<file path="config.mk">
export PLATFORM = sky130hd
export DESIGN_NAME = mem_access_stage
export DESIGN_NICKNAME = d
export VERILOG_FILES = /design/src/rtl/mem_access_pkg.sv /design/src/rtl/wb_pkg.sv /design/src/rtl/mem_lane_align.sv /design/src/rtl/mem_access_stage.sv
export SDC_FILE = /design/constraint.sdc
export NUM_CORES = 1
export LEC_CHECK = 0
export BUFFER_PORTS_ARGS = -buffer_cell sky130_fd_sc_hd__buf_2
export CAP_MARGIN = 20
export CORE_UTILIZATION = 35
export CTS_CLUSTER_SIZE = 40
export DETAILED_ROUTE_END_ITERATION = 8
export PLACE_DENSITY = 0.54
export REMOVE_ABC_BUFFERS = 1
export SYNTH_ARGS = -nofsm -noshare
export SYNTH_HDL_FRONTEND = slang
export SYNTH_SLANG_ARGS = --single-unit
</file>
<file path="constraint.sdc">
create_clock -name clk -period 4.43 [get_ports clk]
set_input_delay 0.886 -clock clk [delete_from_list [all_inputs] [get_ports clk]]
set_output_delay 0.886 -clock clk [all_outputs]
set_load 0.01 [all_outputs]
</file>
<file path="src/rtl/mem_access_pkg.sv">
`default_nettype none
// ============================================================================
// Module      : mem_access_pkg
// Description : Types and constants for the memory-access pipeline stage:
//               memory operation codes, FSM state encoding, funct3 access
//               codes and the latched stage record.
// Revision    : 1.0 - initial release
// ============================================================================
package mem_access_pkg;

  localparam int XLEN_P = 32;

  typedef enum logic [1:0] {
    MNONE  = 2'd0,
    MLOAD  = 2'd1,
    MSTORE = 2'd2
  } mem_op_e;

  localparam logic [1:0] ST_IDLE = 2'd0;
  localparam logic [1:0] ST_REQ  = 2'd1;
  localparam logic [1:0] ST_WAIT = 2'd2;

  typedef enum logic [1:0] {
    S_IDLE = ST_IDLE,
    S_REQ  = ST_REQ,
    S_WAIT = ST_WAIT
  } state_e;

  localparam logic [2:0] F3_LB  = 3'd0;
  localparam logic [2:0] F3_LH  = 3'd1;
  localparam logic [2:0] F3_LW  = 3'd2;
  localparam logic [2:0] F3_LBU = 3'd4;
  localparam logic [2:0] F3_LHU = 3'd5;

  // Fields held while a memory transaction is outstanding. The destination
  // register id is kept outside because its width is a stage parameter.
  typedef struct packed {
    logic [XLEN_P-1:0] pc;
    logic [XLEN_P-1:0] alu_result;
    logic [XLEN_P-1:0] store_data;
    logic [2:0]        funct3;
    mem_op_e           mem_op;
    logic [2:0]        wb_op;
  } stage_rec_t;

endpackage
`default_nettype wire

</file>
<file path="src/rtl/wb_pkg.sv">
`default_nettype none
// ============================================================================
// Module      : wb_pkg
// Description : Write-back select encodings shared by the execute, memory and
//               write-back stages. WNONE suppresses the register-file write.
// Revision    : 1.0 - initial release
// ============================================================================
package wb_pkg;

  typedef enum logic [2:0] {
    WNONE = 3'd0,
    WALU  = 3'd1,
    WMEM  = 3'd2,
    WPC4  = 3'd3,
    WIMM  = 3'd4
  } wb_op_e;

endpackage
`default_nettype wire

</file>
<file path="src/rtl/mem_lane_align.sv">
`default_nettype none
// ============================================================================
// Module      : mem_lane_align
// Description : Combinational byte-lane helper. Produces store byte enables,
//               lane-replicated store data, the right-aligned load word and
//               the access legality flag.
// Ports       : addr_lo_i   - address bits [1:0]
//               funct3_i    - access size / signedness
//               is_load_i   - access is a load
//               is_store_i  - access is a store
//               wdata_i     - raw store data (rs2)
//               rdata_i     - raw read word from memory
//               be_o        - byte enables
//               wdata_o     - replicated store data
//               rdata_o     - read word shifted down to byte lane 0
//               illegal_o   - access must fault
// Revision    : 1.0 - initial release
// ============================================================================
module mem_lane_align
  import mem_access_pkg::*;
(
  input  logic [1:0]        addr_lo_i,
  input  logic [2:0]        funct3_i,
  input  logic              is_load_i,
  input  logic              is_store_i,
  input  logic [XLEN_P-1:0] wdata_i,
  input  logic [XLEN_P-1:0] rdata_i,
  output logic [3:0]        be_o,
  output logic [XLEN_P-1:0] wdata_o,
  output logic [XLEN_P-1:0] rdata_o,
  output logic              illegal_o
);

  logic w_bad_f3;
  logic w_unsigned_store;
  logic w_mis_half;
  logic w_mis_word;

  always_comb begin
    be_o    = 4'b1111;
    wdata_o = wdata_i;
    // funct3[1:0] selects the size; bit 2 only carries signedness.
    unique case (funct3_i[1:0])
      2'b00: begin
        be_o    = 4'b0001 << addr_lo_i;
        wdata_o = {4{wdata_i[7:0]}};
      end
      2'b01: begin
        be_o    = 4'b0011 << {addr_lo_i[1], 1'b0};
        wdata_o = {2{wdata_i[15:0]}};
      end
      default: begin
        be_o    = 4'b1111;
        wdata_o = wdata_i;
      end
    endcase
  end

  assign w_bad_f3         = (funct3_i == 3'd3) || (funct3_i == 3'd6) || (funct3_i == 3'd7);
  assign w_unsigned_store = is_store_i && ((funct3_i == F3_LBU) || (funct3_i == F3_LHU));
  assign w_mis_half       = ((funct3_i == F3_LH) || (funct3_i == F3_LHU)) && addr_lo_i[0];
  assign w_mis_word       = (funct3_i == F3_LW) && (addr_lo_i != 2'b00);

  assign illegal_o = (is_load_i || is_store_i) &&
                     (w_bad_f3 || w_unsigned_store || w_mis_half || w_mis_word);

  assign rdata_o = rdata_i >> {addr_lo_i, 3'b000};

endmodule
`default_nettype wire

</file>
<file path="src/rtl/mem_access_stage.sv">
`default_nettype none
// ============================================================================
// Module      : mem_access_stage
// Description : Pipeline stage between execute and write-back. Issues loads
//               and stores over a valid/ready request port, waits for read
//               data, and presents a registered record to write-back. The
//               upstream stage is stalled while a transaction is outstanding.
// Ports       : clk, reset            - clock, synchronous active-high reset
//               ex_*                  - execute record in, ex_ready_out stall
//               mem_*_out / mem_*_in  - data memory request / response
//               wb_*_out              - registered write-back record
//               mem_fault_out         - fault pulse aligned with wb_valid_out
// Revision    : 1.0 - initial release
// ============================================================================
module mem_access_stage
  import mem_access_pkg::*;
  import wb_pkg::*;
#(
  parameter int XLEN           = 32,
  parameter int RD_WIDTH       = 8,
  parameter int TIMEOUT_CYCLES = 255
) (
  input  logic                clk,
  input  logic                reset,
  input  logic                ex_valid_in,
  output logic                ex_ready_out,
  input  logic [XLEN-1:0]     ex_pc_in,
  input  logic [XLEN-1:0]     ex_alu_result_in,
  input  logic [XLEN-1:0]     ex_store_data_in,
  input  logic [2:0]          ex_funct3_in,
  input  logic [1:0]          ex_mem_op_in,
  input  logic [2:0]          ex_wb_op_in,
  input  logic [RD_WIDTH-1:0] ex_rd_in,
  output logic                mem_req_out,
  output logic                mem_we_out,
  output logic [XLEN-1:0]     mem_addr_out,
  output logic [XLEN-1:0]     mem_wdata_out,
  output logic [3:0]          mem_be_out,
  input  logic                mem_ready_in,
  input  logic                mem_rvalid_in,
  input  logic [XLEN-1:0]     mem_rdata_in,
  output logic                wb_valid_out,
  output logic [XLEN-1:0]     wb_pc_out,
  output logic [XLEN-1:0]     wb_alu_result_out,
  output logic [2:0]          wb_funct3_out,
  output logic [2:0]          wb_wb_op_out,
  output logic [RD_WIDTH-1:0] wb_rd_out,
  output logic [XLEN-1:0]     wb_mem_data_out,
  output logic                mem_fault_out
);

  // One spare count above the limit: a REQ handshake on the limit cycle
  // moves to WAIT with the counter already at the limit.
  localparam int                CNT_W    = $clog2(TIMEOUT_CYCLES + 2);
  localparam logic [CNT_W-1:0]  TO_LIMIT = CNT_W'(TIMEOUT_CYCLES);

  state_e              state_q, state_d;
  stage_rec_t          rec_q, rec_d;
  logic [RD_WIDTH-1:0] rd_q, rd_d;
  logic [CNT_W-1:0]    cnt_q, cnt_d;

  logic                wb_valid_q, wb_valid_d;
  logic                fault_q, fault_d;
  logic [XLEN-1:0]     wb_pc_q, wb_pc_d;
  logic [XLEN-1:0]     wb_alu_q, wb_alu_d;
  logic [2:0]          wb_funct3_q, wb_funct3_d;
  logic [2:0]          wb_op_q, wb_op_d;
  logic [RD_WIDTH-1:0] wb_rd_q, wb_rd_d;
  logic [XLEN-1:0]     wb_mem_data_q, wb_mem_data_d;

  logic                w_idle;
  logic                w_ex_is_ld;
  logic                w_ex_is_st;
  logic [CNT_W-1:0]    w_cnt_inc;
  logic                w_timeout;
  logic [1:0]          w_al_addr_lo;
  logic [2:0]          w_al_funct3;
  logic                w_al_is_ld;
  logic                w_al_is_st;
  logic [XLEN-1:0]     w_al_wdata;
  logic [3:0]          w_be;
  logic [XLEN-1:0]     w_wdata;
  logic [XLEN-1:0]     w_load_data;
  logic                w_illegal;

  logic                emit_ex;
  logic                emit_rec;
  logic                emit_fault;
  logic [XLEN-1:0]     emit_data;

  assign w_idle     = (state_q == S_IDLE);
  assign w_ex_is_ld = (ex_mem_op_in == MLOAD);
  assign w_ex_is_st = (ex_mem_op_in == MSTORE);
  assign w_cnt_inc  = cnt_q + 1'b1;
  assign w_timeout  = (TIMEOUT_CYCLES != 0) && (w_cnt_inc >= TO_LIMIT);

  // The lane helper checks the incoming record while idle and works from
  // the latched record once a transaction is in flight.
  assign w_al_addr_lo = w_idle ? ex_alu_result_in[1:0] : rec_q.alu_result[1:0];
  assign w_al_funct3  = w_idle ? ex_funct3_in          : rec_q.funct3;
  assign w_al_is_ld   = w_idle ? w_ex_is_ld            : (rec_q.mem_op == MLOAD);
  assign w_al_is_st   = w_idle ? w_ex_is_st            : (rec_q.mem_op == MSTORE);
  assign w_al_wdata   = w_idle ? ex_store_data_in      : rec_q.store_data;

  mem_lane_align u_lane (
    .addr_lo_i  (w_al_addr_lo),
    .funct3_i   (w_al_funct3),
    .is_load_i  (w_al_is_ld),
    .is_store_i (w_al_is_st),
    .wdata_i    (w_al_wdata),
    .rdata_i    (mem_rdata_in),
    .be_o       (w_be),
    .wdata_o    (w_wdata),
    .rdata_o    (w_load_data),
    .illegal_o  (w_illegal)
  );

  always_comb begin
    state_d    = state_q;
    rec_d      = rec_q;
    rd_d       = rd_q;
    cnt_d      = cnt_q;
    emit_ex    = 1'b0;
    emit_rec   = 1'b0;
    emit_fault = 1'b0;
    emit_data  = '0;

    unique case (state_q)
      S_IDLE: begin
        if (ex_valid_in) begin
          if ((w_ex_is_ld || w_ex_is_st) && !w_illegal) begin
            rec_d.pc         = ex_pc_in;
            rec_d.alu_result = ex_alu_result_in;
            rec_d.store_data = ex_store_data_in;
            rec_d.funct3     = ex_funct3_in;
            rec_d.mem_op     = mem_op_e'(ex_mem_op_in);
            rec_d.wb_op      = ex_wb_op_in;
            rd_d             = ex_rd_in;
            cnt_d            = '0;
            state_d          = S_REQ;
          end else begin
            emit_ex    = 1'b1;
            emit_fault = w_illegal;
          end
        end
      end
      S_REQ: begin
        if (mem_ready_in) begin
          if (rec_q.mem_op == MSTORE) begin
            emit_rec = 1'b1;
            state_d  = S_IDLE;
          end else begin
            cnt_d   = w_cnt_inc;
            state_d = S_WAIT;
          end
        end else if (w_timeout) begin
          emit_rec   = 1'b1;
          emit_fault = 1'b1;
          state_d    = S_IDLE;
        end else begin
          cnt_d = w_cnt_inc;
        end
      end
      S_WAIT: begin
        if (mem_rvalid_in) begin
          emit_rec  = 1'b1;
          emit_data = w_load_data;
          state_d   = S_IDLE;
        end else if (w_timeout) begin
          emit_rec   = 1'b1;
          emit_fault = 1'b1;
          state_d    = S_IDLE;
        end else begin
          cnt_d = w_cnt_inc;
        end
      end
      default: state_d = S_IDLE;
    endcase
  end

  always_comb begin
    wb_valid_d    = emit_ex || emit_rec;
    fault_d       = emit_fault;
    wb_pc_d       = wb_pc_q;
    wb_alu_d      = wb_alu_q;
    wb_funct3_d   = wb_funct3_q;
    wb_op_d       = wb_op_q;
    wb_rd_d       = wb_rd_q;
    wb_mem_data_d = wb_mem_data_q;
    if (emit_ex) begin
      wb_pc_d       = ex_pc_in;
      wb_alu_d      = ex_alu_result_in;
      wb_funct3_d   = ex_funct3_in;
      wb_op_d       = emit_fault ? WNONE : ex_wb_op_in;
      wb_rd_d       = ex_rd_in;
      wb_mem_data_d = '0;
    end else if (emit_rec) begin
      wb_pc_d       = rec_q.pc;
      wb_alu_d      = rec_q.alu_result;
      wb_funct3_d   = rec_q.funct3;
      wb_op_d       = emit_fault ? WNONE : rec_q.wb_op;
      wb_rd_d       = rd_q;
      wb_mem_data_d = emit_data;
    end
  end

  always_ff @(posedge clk) begin
    if (reset) begin
      state_q       <= S_IDLE;
      rec_q         <= '0;
      rd_q          <= '0;
      cnt_q         <= '0;
      wb_valid_q    <= 1'b0;
      fault_q       <= 1'b0;
      wb_pc_q       <= '0;
      wb_alu_q      <= '0;
      wb_funct3_q   <= '0;
      wb_op_q       <= '0;
      wb_rd_q       <= '0;
      wb_mem_data_q <= '0;
    end else begin
      state_q       <= state_d;
      rec_q         <= rec_d;
      rd_q          <= rd_d;
      cnt_q         <= cnt_d;
      wb_valid_q    <= wb_valid_d;
      fault_q       <= fault_d;
      wb_pc_q       <= wb_pc_d;
      wb_alu_q      <= wb_alu_d;
      wb_funct3_q   <= wb_funct3_d;
      wb_op_q       <= wb_op_d;
      wb_rd_q       <= wb_rd_d;
      wb_mem_data_q <= wb_mem_data_d;
    end
  end

  assign ex_ready_out = w_idle;

  // Request outputs are gated so the port reads all-zero outside REQ.
  assign mem_req_out   = (state_q == S_REQ);
  assign mem_we_out    = mem_req_out && (rec_q.mem_op == MSTORE);
  assign mem_addr_out  = mem_req_out ? {rec_q.alu_result[XLEN-1:2], 2'b00} : '0;
  assign mem_wdata_out = mem_req_out ? w_wdata : '0;
  assign mem_be_out    = mem_req_out ? w_be : 4'b0000;

  assign wb_valid_out      = wb_valid_q;
  assign wb_pc_out         = wb_pc_q;
  assign wb_alu_result_out = wb_alu_q;
  assign wb_funct3_out     = wb_funct3_q;
  assign wb_wb_op_out      = wb_op_q;
  assign wb_rd_out         = wb_rd_q;
  assign wb_mem_data_out   = wb_mem_data_q;
  assign mem_fault_out     = fault_q;

endmodule
`default_nettype wire

</file>
==> metrics.log, run 1 <==
[metrics] result of the run: finished, final reports clean
[metrics] GR Overflow Total: 0
[metrics] hold_ws: 449 ps
[metrics] critical path endpoint category: output port
[metrics] vias in the first global route: 9930
[metrics] horizontal extent of the die: 179 um
[metrics] share of the clock period used by the worst path after layout: 90.4%
[metrics] RSZ-0062 raised after global routing: no
[metrics] clock buffers created by TritonCTS: 27
[metrics] number of clock sinks: 235
[metrics] filler cell count: 3203
[metrics] sort of element at the start of the critical path: flip-flop
[metrics] actual transition at the worst max-transition pin: 845 ps
[metrics] worst skew pair latency: 530 ps
[metrics] drt total wl: 37600 um
[metrics] post-synthesis async set-or-reset flop share: 0%
[metrics] Crit Path Max Fanout: 28
[metrics] required time worst endpoint: 3540 ps
[metrics] share of post-route cells with drive strength above 1: 24.1%
[metrics] max-slew violation count: 0
[metrics] number of synthesis warnings: 0
[metrics] maximum number of buffers from clock root to sink: 3
[metrics] worst min-delay path class: flip-flop to flip-flop
[metrics] critical path start-end classification: flip-flop to output port
[metrics] first-pass GRT wire length: 56400 um
[metrics] global-route total usage across every layer: 22.5%
[metrics] share of the core filled with cells in the final layout: 44.7%
[metrics] final critical-path required period: 4010 ps
[metrics] clock-pin slew of the registers on the worst-case setup and hold paths: 60 ps
[metrics] Multi-input gate area: 5800 um2
[metrics] register area share after synthesis: 42.9%
[metrics] DP Worst Slack: 729 ps
[metrics] Vert. Die Dim: 179 um
[metrics] HPWL after detailed placement: 24700 um
[metrics] final-report hold violation count: 0
[metrics] Syn Std Cell Area: 11000 um2
[metrics] count of flip-flops with a built-in enable after synthesis: 0
[metrics] Avg WL per Cell: 17.7 um
[metrics] cell depth of the worst hold path: 2
[metrics] die area: 32000 um2
[metrics] Site Rows: 64
[metrics] combined flip-flop and latch cell area: 4700 um2
[metrics] number of antenna violations at the first check in global routing: 9
[metrics] post-CTS repair timing setup buffer count: 0
[metrics] top flip-flop cell by instance count after synthesis: sky130_fd_sc_hd__dfxtp_1
[metrics] Yosys reg bits: 235
[metrics] fin area: 13700 um2
[metrics] violation count after the first detailed-route iteration: 758
[metrics] Design Power: 5.50 mW
[metrics] top-level port count: 332
[metrics] gate count of the mapped netlist: 1445
[metrics] standard cell area after detailed placement: 12900 um2
[metrics] Setup WS post-layout: 423 ps
[metrics] number of library cell types mapped by synthesis: 50
[metrics] logic depth of the worst register-to-register path: 10
[metrics] P&R area growth vs syn: 25.2%
[metrics] Residual DRC: 0
[metrics] worst vdd ir: 225 uV
[metrics] headroom to the max-slew limit: 43.6%
[metrics] Worst Path Arrival: 3120 ps
[metrics] H-tree level count: 1
[metrics] final cell count without fillers: 2121
[metrics] area of the placeable core: 30700 um2
[metrics] ratio of routed vias to standard cells: 5.17
[metrics] clock root buffer: sky130_fd_sc_hd__clkbuf_16
[metrics] leakage power total: 6.12 nW
[metrics] pin count of the biggest net entering global routing: 173
[metrics] setup_tns: 0 ps
[metrics] CTS tree: yes
[metrics] count of input and output buffers: 329
[metrics] net total in the final layout: 1862
[metrics] Placer Congestion: 0.878
[metrics] fmax: 250 MHz
[metrics] number of max-cap violations: 0
[metrics] Final Setup Violations: 0
[metrics] Setup Skew: 8.39 ps
[metrics] number of vias in the routed layout: 10972
[metrics] initial core utilization: 35.7%
[metrics] power density over the cells: 401 nW/um2
[metrics] Post-Place Cells: 2071
[metrics] mean cell area of the mapped netlist: 7.59 um2
[metrics] number of optimization iterations in the first detailed-route pass: 5
[metrics] remaining number of nets flagged by the antenna check after routing: 0
[cells in the mapped netlist (all sizes together), types with 2 or more instances]
library cell / count / area share (%)
and2: 44 / 2.5
nor3: 3 / 0.14
or3: 11 / 0.63
nand3: 28 / 1.3
and3: 11 / 0.63
o211ai: 10 / 0.68
inv: 7 / 0.24
ha: 9 / 1.0
a32o: 3 / 0.27
o2111ai: 2 / 0.16
nand2: 483 / 17
nor2b: 9 / 0.51
buf: 37 / 1.7
a21oi: 160 / 7.3
dfxtp: 235 / 43
mux2i: 45 / 4.3
a211oi: 4 / 0.27
o21ai: 16 / 0.73
clkbuf: 83 / 2.9
nor2: 90 / 3.1
o21a: 7 / 0.48
nand2b: 5 / 0.29
a311oi: 75 / 6.0
nand4: 11 / 0.63
o211a: 16 / 1.5
a21o: 7 / 0.48
mux2: 14 / 1.4
or4b: 2 / 0.18
a211o: 3 / 0.24
o21bai: 2 / 0.14
[power breakdown]
part	total, mW	internal (mW)	leakage [nW]	switching [mW]
clock	2.09	1.21	0.400	0.879
sequential	2.36	2.27	1.92	0.0834
combinational	1.05	0.386	3.80	0.666
[layer usage]
layer	up-vias	global-route usage, %	wire length [um]
li1	5430	-	-
met1	5098	29.7	16500
met2	375	35.5	16800
met3	59	6.53	3410
met4	10	5.86	835
met5	-	0	59
[critical path, stage by stage (launching register included)]
cell and delay [ps]:
sky130_fd_sc_hd__dfxtp_1 350, sky130_fd_sc_hd__inv_1 130, sky130_fd_sc_hd__ha_4 480, sky130_fd_sc_hd__buf_4 420, sky130_fd_sc_hd__mux2_2 750, sky130_fd_sc_hd__nand2_1 140
sky130_fd_sc_hd__o211a_1 170, sky130_fd_sc_hd__buf_2 130
[what timing repair did]
item                       CTS  global route
hold buffers                 0             0
gates resized for setup      0             1
setup endpoints to repair    0             8
[area by class of cell]
class	instances	share of cell area, %
Timing Repair Buffer	349	13.6
Sequential cell	235	34.3
Multi-Input combinational cell	1084	42.3
Inverter	7	0.192
Clock inverter	6	0.255
Clock buffer	40	5.72
Antenna cell	4	0.0730
Tap cell	396	3.61
[kinds of logic after synthesis]
group | synth area share (%)
simple gates | 26.6
compound gates | 18.9
flops | 42.9
buf+inv | 4.78
mux | 5.70
fa+ha+maj | 1.03
other cells | 0.0342
xor+xnor | 0.0799
[layout by cell type, fill, tap and decap left out, drive strengths merged, types with 14 or more instances in the layout]
cell | synthesis | final
nand2 | 483 | 483
buf | 37 | 349
dfxtp | 235 | 235
a21oi | 160 | 160
nor2 | 90 | 90
a311oi | 75 | 75
mux2i | 45 | 45
and2 | 44 | 44
clkbuf | 83 | 40
nand3 | 28 | 28
o211a | 16 | 16
o21ai | 16 | 16
mux2 | 14 | 14
[registers in the layout, summed over array words and instances, names as in the netlist]
register	cells
wb_mem_data_out	32
wb_rd_out	8
wb_funct3_out	3
mem_fault_out	1
wb_wb_op_out	3
rec_q	104
cnt_q	9
wb_valid_out	1
state_q	2
wb_pc_out	32
rd_q	8
wb_alu_result_out	32
[final timing paths]
check / start / end / slack [ps]
worst min register to register: wb_mem_data_out[11] / wb_mem_data_out[11] / 450
worst min-delay path: wb_mem_data_out[11] / wb_mem_data_out[11] / 450
worst max-delay path: state_q[0] / mem_wdata_out[23] / 420
worst max register to register: state_q[0] / rec_q[83] / 1190
No activity file was read; power rests on OpenSTA's default activity.
==> run 2: changes to the inputs <==
--- a/config.mk
+++ b/config.mk
@@ -7,10 +7,12 @@
 export LEC_CHECK = 0
 export BUFFER_PORTS_ARGS = -buffer_cell sky130_fd_sc_hd__buf_2
 export CAP_MARGIN = 20
-export CORE_UTILIZATION = 35
+export CELL_PAD_IN_SITES_DETAIL_PLACEMENT = 2
+export CELL_PAD_IN_SITES_GLOBAL_PLACEMENT = 2
+export CORE_UTILIZATION = 31
 export CTS_CLUSTER_SIZE = 40
 export DETAILED_ROUTE_END_ITERATION = 8
-export PLACE_DENSITY = 0.54
+export PLACE_DENSITY = 0.82
 export REMOVE_ABC_BUFFERS = 1
 export SYNTH_ARGS = -nofsm -noshare
 export SYNTH_HDL_FRONTEND = slang
==> run 2 against run 1 <==
  * Combinational power about the same
  * Highest routed layer unchanged
  * Sequential power about the same
  * Clock skew up 3.7 ps
  * Routed wire length is 18% higher
  * Sequential share of layout area decreased by 0.51 points
  * Largest power group unchanged
==> metrics.log, run 2 (synthesis results as in run 1) <==
[metrics] horizontal extent of the die: 190 um
[metrics] layer with the highest usage after global routing: met2
[metrics] leading cell type in the layout, fill and taps excluded: sky130_fd_sc_hd__nand2_1
[metrics] GR met3 Demand/Resource: 6.86%
[metrics] clock buffers created by TritonCTS: 28
[metrics] cell depth of the worst hold path: 2
[metrics] net total in the final layout: 1866
[metrics] result of the run: finished, final reports clean
[metrics] initial core utilization: 31.7%
[metrics] Worst Path Arrival: 3180 ps
[metrics] Site Rows: 68
[metrics] pin count of the biggest net entering global routing: 115
[metrics] maximum number of buffers from clock root to sink: 3
[metrics] met1 Resource Use GR: 28.1%
[metrics] Design Power: 5.71 mW
[metrics] power density over the cells: 410 nW/um2
[metrics] number of antenna violations at the first check in global routing: 17
[metrics] worst-path cell chain: inv_1 -> ha_2 -> mux2i_2 -> nand2_1 -> o211a_1 -> buf_2
[metrics] die area: 36100 um2
[metrics] ratio of routed vias to standard cells: 5.30
[metrics] sort of element at the start of the critical path: flip-flop
[metrics] HPWL after detailed placement: 30000 um
[metrics] highest-delay cell along the critical path: sky130_fd_sc_hd__mux2i_2
[metrics] fmax: 246 MHz
[metrics] met2 capacity usage during global routing: 41.7%
[metrics] number of optimization iterations in the first detailed-route pass: 4
[metrics] actual transition at the worst max-transition pin: 751 ps
[metrics] violation count after the first detailed-route iteration: 386
[metrics] worst vdd ir: 333 uV
[metrics] required time worst endpoint: 3540 ps
[metrics] DP Worst Slack: 885 ps
[metrics] filler cell count: 4123
[metrics] hold_ws: 453 ps
[metrics] H-tree level count: 1
[metrics] headroom to the max-slew limit: 49.7%
[metrics] Placer Congestion: 0.847
[metrics] peak per-stage delay on the critical path: 570 ps
[metrics] max-slew violation count: 0
[metrics] max reg flops: 104
[metrics] area of the placeable core: 34600 um2
[metrics] remaining number of nets flagged by the antenna check after routing: 0
[metrics] drt total wl: 44200 um
[metrics] Resized cells post-CTS: 0
[metrics] top-level port count: 332
[metrics] largest register by flop count: rec_q
[metrics] share of post-route cells with drive strength above 1: 24.4%
[metrics] P&R area growth vs syn: 27.1%
[metrics] Final Setup Violations: 0
[metrics] number of clock sinks: 235
[metrics] GR Overflow Total: 0
[metrics] critical path start-end classification: flip-flop to output port
[metrics] global-route total usage across every layer: 23.8%
[metrics] worst skew pair latency: 550 ps
[metrics] standard cell area after detailed placement: 13000 um2
[metrics] Avg WL per Cell: 20.2 um
[metrics] vias in the first global route: 12363
[metrics] clock root buffer: sky130_fd_sc_hd__clkbuf_16
[metrics] Vert. Die Dim: 190 um
[metrics] worst min-delay path class: flip-flop to flip-flop
[metrics] Setup Skew: 12.1 ps
[metrics] number of max-cap violations: 0
[metrics] post-CTS repair timing setup buffer count: 0
[metrics] clock-pin slew of the registers on the worst-case setup and hold paths: 60 ps
[metrics] worst setup slack for register-to-register paths: 860 ps
[metrics] share of the clock period used by the worst path after layout: 91.9%
[metrics] fin area: 13900 um2
[metrics] final critical-path required period: 4070 ps
[metrics] Residual DRC: 0
[metrics] CTS tree: yes
[metrics] first-pass GRT wire length: 68500 um
[metrics] final-report hold violation count: 0
[metrics] critical path endpoint category: output port
[metrics] logic depth of the worst register-to-register path: 12
[metrics] Crit Path Max Fanout: 16
[metrics] RSZ-0062 raised after global routing: no
[metrics] number of buffers added to fix hold violations after cts: 0
[metrics] leakage power total: 6.20 nW
[metrics] Setup WS post-layout: 359 ps
[metrics] Multi-input gate area: 5780 um2
[metrics] count of input and output buffers: 329
[metrics] combined flip-flop and latch cell area: 4700 um2
[metrics] commonest cells after routing, fill and taps aside: sky130_fd_sc_hd__nand2_1 (481), sky130_fd_sc_hd__buf_2 (328), sky130_fd_sc_hd__dfxtp_1 (235)
[metrics] number of vias in the routed layout: 11604
==> run 2: cell type report <==
type / instances / share of cell area, %
timing repair buffer: 352 / 13.9
sequential: 235 / 33.8
clock buffer: 43 / 6.15
clock inverter: 6 / 0.296
inverter: 7 / 0.189
antenna: 6 / 0.108
tap: 455 / 4.09
multi-input combinational: 1084 / 41.5
==> run 2: per-layer routing <==
| metal | part of all wire (%) | vias to the layer above |
|---|---|---|
| met3 | 7.4 | 78 |
| met4 | 2.3 | 20 |
| li1 | - | 5453 |
| met2 | 48 | 294 |
| met5 | 0.26 | - |
| met1 | 42 | 5759 |
==> run 2: power by group <==
| group | internal (mW) | switching, mW |
|---|---|---|
| Combinational | 0.389 | 0.691 |
| Sequential | 2.27 | 0.0891 |
| Clock | 1.32 | 0.949 |
| Total | 3.98 | 1.73 |
==> run 2: path summary, 6_finish.rpt <==
path,start,end
worst min register to register,wb_mem_data_out[16],wb_mem_data_out[16]
worst min-delay path,wb_mem_data_out[16],wb_mem_data_out[16]
worst max-delay path,state_q[0],mem_wdata_out[11]
worst max register to register,state_q[0],rec_q[55]
==> run 2: worst max-delay path, delay by kind of cell, from the launching register on <==
| kind | cells | cell delay (ps) |
|---|---|---|
| AOI/OAI and AO/OA | 1 | 390 |
| adders and majority gates | 1 | 490 |
| buffers and inverters | 2 | 270 |
| DFF | 1 | 360 |
| muxes | 1 | 570 |
| and+or+nand+nor | 1 | 540 |
==> run 2: through the flow <==
step                instances  TNS [ps]  utilization (%)
global route             2185         0             40.2
finish                   2188         0             40.2
floorplan                1326   -774570                -
detailed placement       2133         0             37.6
CTS                      2182         0             40.2
global placement         2133         0             37.6
==> run 3: changes to the inputs <==
==> constraint.sdc (replaced) <==
create_clock -name clk -period 4.43 [get_ports clk]
set_input_delay 0.443 -clock clk [delete_from_list [all_inputs] [get_ports clk]]
set_output_delay 0.443 -clock clk [all_outputs]
set_load 0.01 [all_outputs]
==> run 3 against run 2 <==
  * Register-to-register slack improved by 260 ps
  * Sequential power about the same
  * Clock-buffer cell count decreased by 4
  * Final cell count unchanged
  * Combinational power about the same
  * Non-clock buffer count decreased by 4
  * First-iteration DRC count increased by 32%
  * Critical path depth increased by 2
  * Sequential share of layout area decreased by 0.21 points
  * Critical path type unchanged
  * Critical endpoint is now mem_wdata_out[14]
==> metrics.log, run 3 (synthesis results as in run 1) <==
[metrics] Resized cells post-CTS: 0
[metrics] peak per-stage delay on the critical path: 450 ps
[metrics] Crit Path Max Fanout: 35
[metrics] layer with the highest usage after global routing: met2
[metrics] largest register by flop count: rec_q
[metrics] worst-path cell chain: inv_1 -> ha_2 -> buf_12 -> mux2i_2 -> buf_4 -> nand2_1 -> o211a_1 -> buf_2
[metrics] die area: 36100 um2
[metrics] drt total wl: 44000 um
[metrics] GR Overflow Total: 0
[metrics] commonest cells after routing, fill and taps aside: sky130_fd_sc_hd__nand2_1 (481), sky130_fd_sc_hd__buf_2 (328), sky130_fd_sc_hd__dfxtp_1 (235)
[metrics] relative contribution of combinational cells to total power: 18.2%
[metrics] met2 capacity usage during global routing: 41.3%
[metrics] power density over the cells: 425 nW/um2
[metrics] required time worst endpoint: 3990 ps
[metrics] critical path endpoint category: output port
[metrics] Multi-input gate area: 5780 um2
[metrics] actual transition at the worst max-transition pin: 794 ps
[metrics] horizontal extent of the die: 190 um
[metrics] final cell count without fillers: 2188
[metrics] P&R area growth vs syn: 27.9%
[metrics] H-tree level count: 1
[metrics] ratio of routed vias to standard cells: 5.27
[metrics] pin count of the biggest net entering global routing: 148
[metrics] net switching component of the power: 1.74 mW
[metrics] first-pass GRT wire length: 68100 um
[metrics] standard cell area after detailed placement: 13000 um2
[metrics] headroom to the max-slew limit: 47.1%
[metrics] clock root buffer: sky130_fd_sc_hd__clkbuf_16
[metrics] post-CTS repair timing setup buffer count: 0
[metrics] number of buffers added to fix hold violations after cts: 0
[metrics] combined flip-flop and latch cell area: 4700 um2
[metrics] met1 Resource Use GR: 27.5%
[metrics] Site Rows: 68
[metrics] GR met3 Demand/Resource: 8.10%
[metrics] vias in the first global route: 12405
[metrics] Setup Skew: 17.5 ps
[metrics] share of post-route cells with drive strength above 1: 24.5%
[metrics] fmax: 273 MHz
[metrics] number of antenna violations at the first check in global routing: 18
[metrics] leading cell type in the layout, fill and taps excluded: sky130_fd_sc_hd__nand2_1
[metrics] number of vias in the routed layout: 11537
[metrics] sequential fraction of design power: 39.6%
[metrics] Avg WL per Cell: 20.1 um
[metrics] result of the run: finished, final reports clean
[metrics] worst vdd ir: 246 uV
[metrics] final-report hold violation count: 0
[metrics] net total in the final layout: 1862
[metrics] highest-delay cell along the critical path: sky130_fd_sc_hd__ha_2
[metrics] Residual DRC: 0
[metrics] CTS tree: yes
[metrics] worst min-delay path class: input port to flip-flop
[metrics] Bufs and invs on worst path: 4
[metrics] maximum number of buffers from clock root to sink: 3
[metrics] area of the placeable core: 34600 um2
[metrics] leakage power total: 6.23 nW
[metrics] critical path start-end classification: flip-flop to output port
[metrics] clock buffers created by TritonCTS: 28
[metrics] clock-pin slew of the registers on the worst-case setup and hold paths: 70 ps
[metrics] share of the clock period used by the worst path after layout: 82.6%
[metrics] filler cell count: 4103
[metrics] number of optimization iterations in the first detailed-route pass: 4
[metrics] Placer Congestion: 0.805
[metrics] RSZ-0062 raised after global routing: no
[metrics] violation count after the first detailed-route iteration: 510
[metrics] number of max-cap violations: 0
[metrics] Final Setup Violations: 0
[metrics] final critical-path required period: 3660 ps
[metrics] fin area: 14000 um2
[metrics] HPWL after detailed placement: 29900 um
[metrics] max-slew violation count: 0
[metrics] worst skew pair latency: 550 ps
[metrics] number of clock sinks: 235
[metrics] Worst Path Arrival: 3220 ps
[metrics] sort of element at the start of the critical path: flip-flop
[metrics] initial core utilization: 31.7%
[metrics] global-route total usage across every layer: 23.6%
[metrics] share of power burned in the clock network: 42.2%
[metrics] top-level port count: 332
[metrics] dominant delay contributor by cell family on the critical path: buffers and inverters
[metrics] Internal Dissipation: 4.22 mW
[metrics] max reg flops: 104
[metrics] Vert. Die Dim: 190 um
[metrics] remaining number of nets flagged by the antenna check after routing: 0
[metrics] Post-Place Cells: 2129
[metrics] count of input and output buffers: 329
[metrics] sw frac: 29.2%
==> run 3: final cells by class <==
cell class / instances / area share, %
flip-flops and latches: 235 / 33.6
well taps: 455 / 4.06
multi-input cells: 1084 / 41.2
diodes: 8 / 0.143
clock buffers: 39 / 6.02
clock inverters: 12 / 1.19
inverters: 7 / 0.188
repair buffers: 348 / 13.6
==> run 3: stage by stage <==
step	hold WS, ps	setup TNS (ps)	utilization, %	power [mW]	worst slack (ps)
after global placement	436	0	37.5	3.44	1250
after global routing	135	0	40.4	6.23	599
after detailed placement	448	0	37.5	3.49	1150
final	150	0	40.5	5.95	770
after CTS	127	0	40.4	6.05	728
after floorplan	427	-772490	-	3.00	-6950
==> run 3: path summary, 6_finish.rpt <==
path	start	slack (ps)	end	cells after the start
hold / removal	ex_pc_in[5]	150	rec_q[77]	3
hold reg to reg	wb_mem_data_out[9]	450	wb_mem_data_out[9]	2
setup / recovery	state_q[0]	770	mem_wdata_out[14]	8
setup reg to reg	state_q[0]	1120	rec_q[73]	11
==> run 3: power by group through the flow <==
stage          sequential, mW  clock [mW]  combinational (mW)
2_1_floorplan            2.43           0               0.571
6_report                 2.36        2.51                1.08
5_1_grt                  2.38        2.66                1.19
4_1_cts                  2.36        2.58                1.10
3_5_place_dp             2.40           0                1.09
3_3_place_gp             2.39           0                1.05
==> run 3: worst reg2reg max path: cells and delay by family, from the launching register on <==
kind	cells	cell delay (ps)
AOI/OAI and AO/OA	2	560
adders and majority gates	1	330
buffers and inverters	3	630
DFF	1	420
muxes	1	200
and+or+nand+nor	4	1060
==> run 3: metal layers <==
metal / vias to the layer above / wire (um)
met1: 5703 / 18200
met2: 289 / 21000
met4: 20 / 872
met5: - / 115
met3: 71 / 3820
li1: 5454 / -
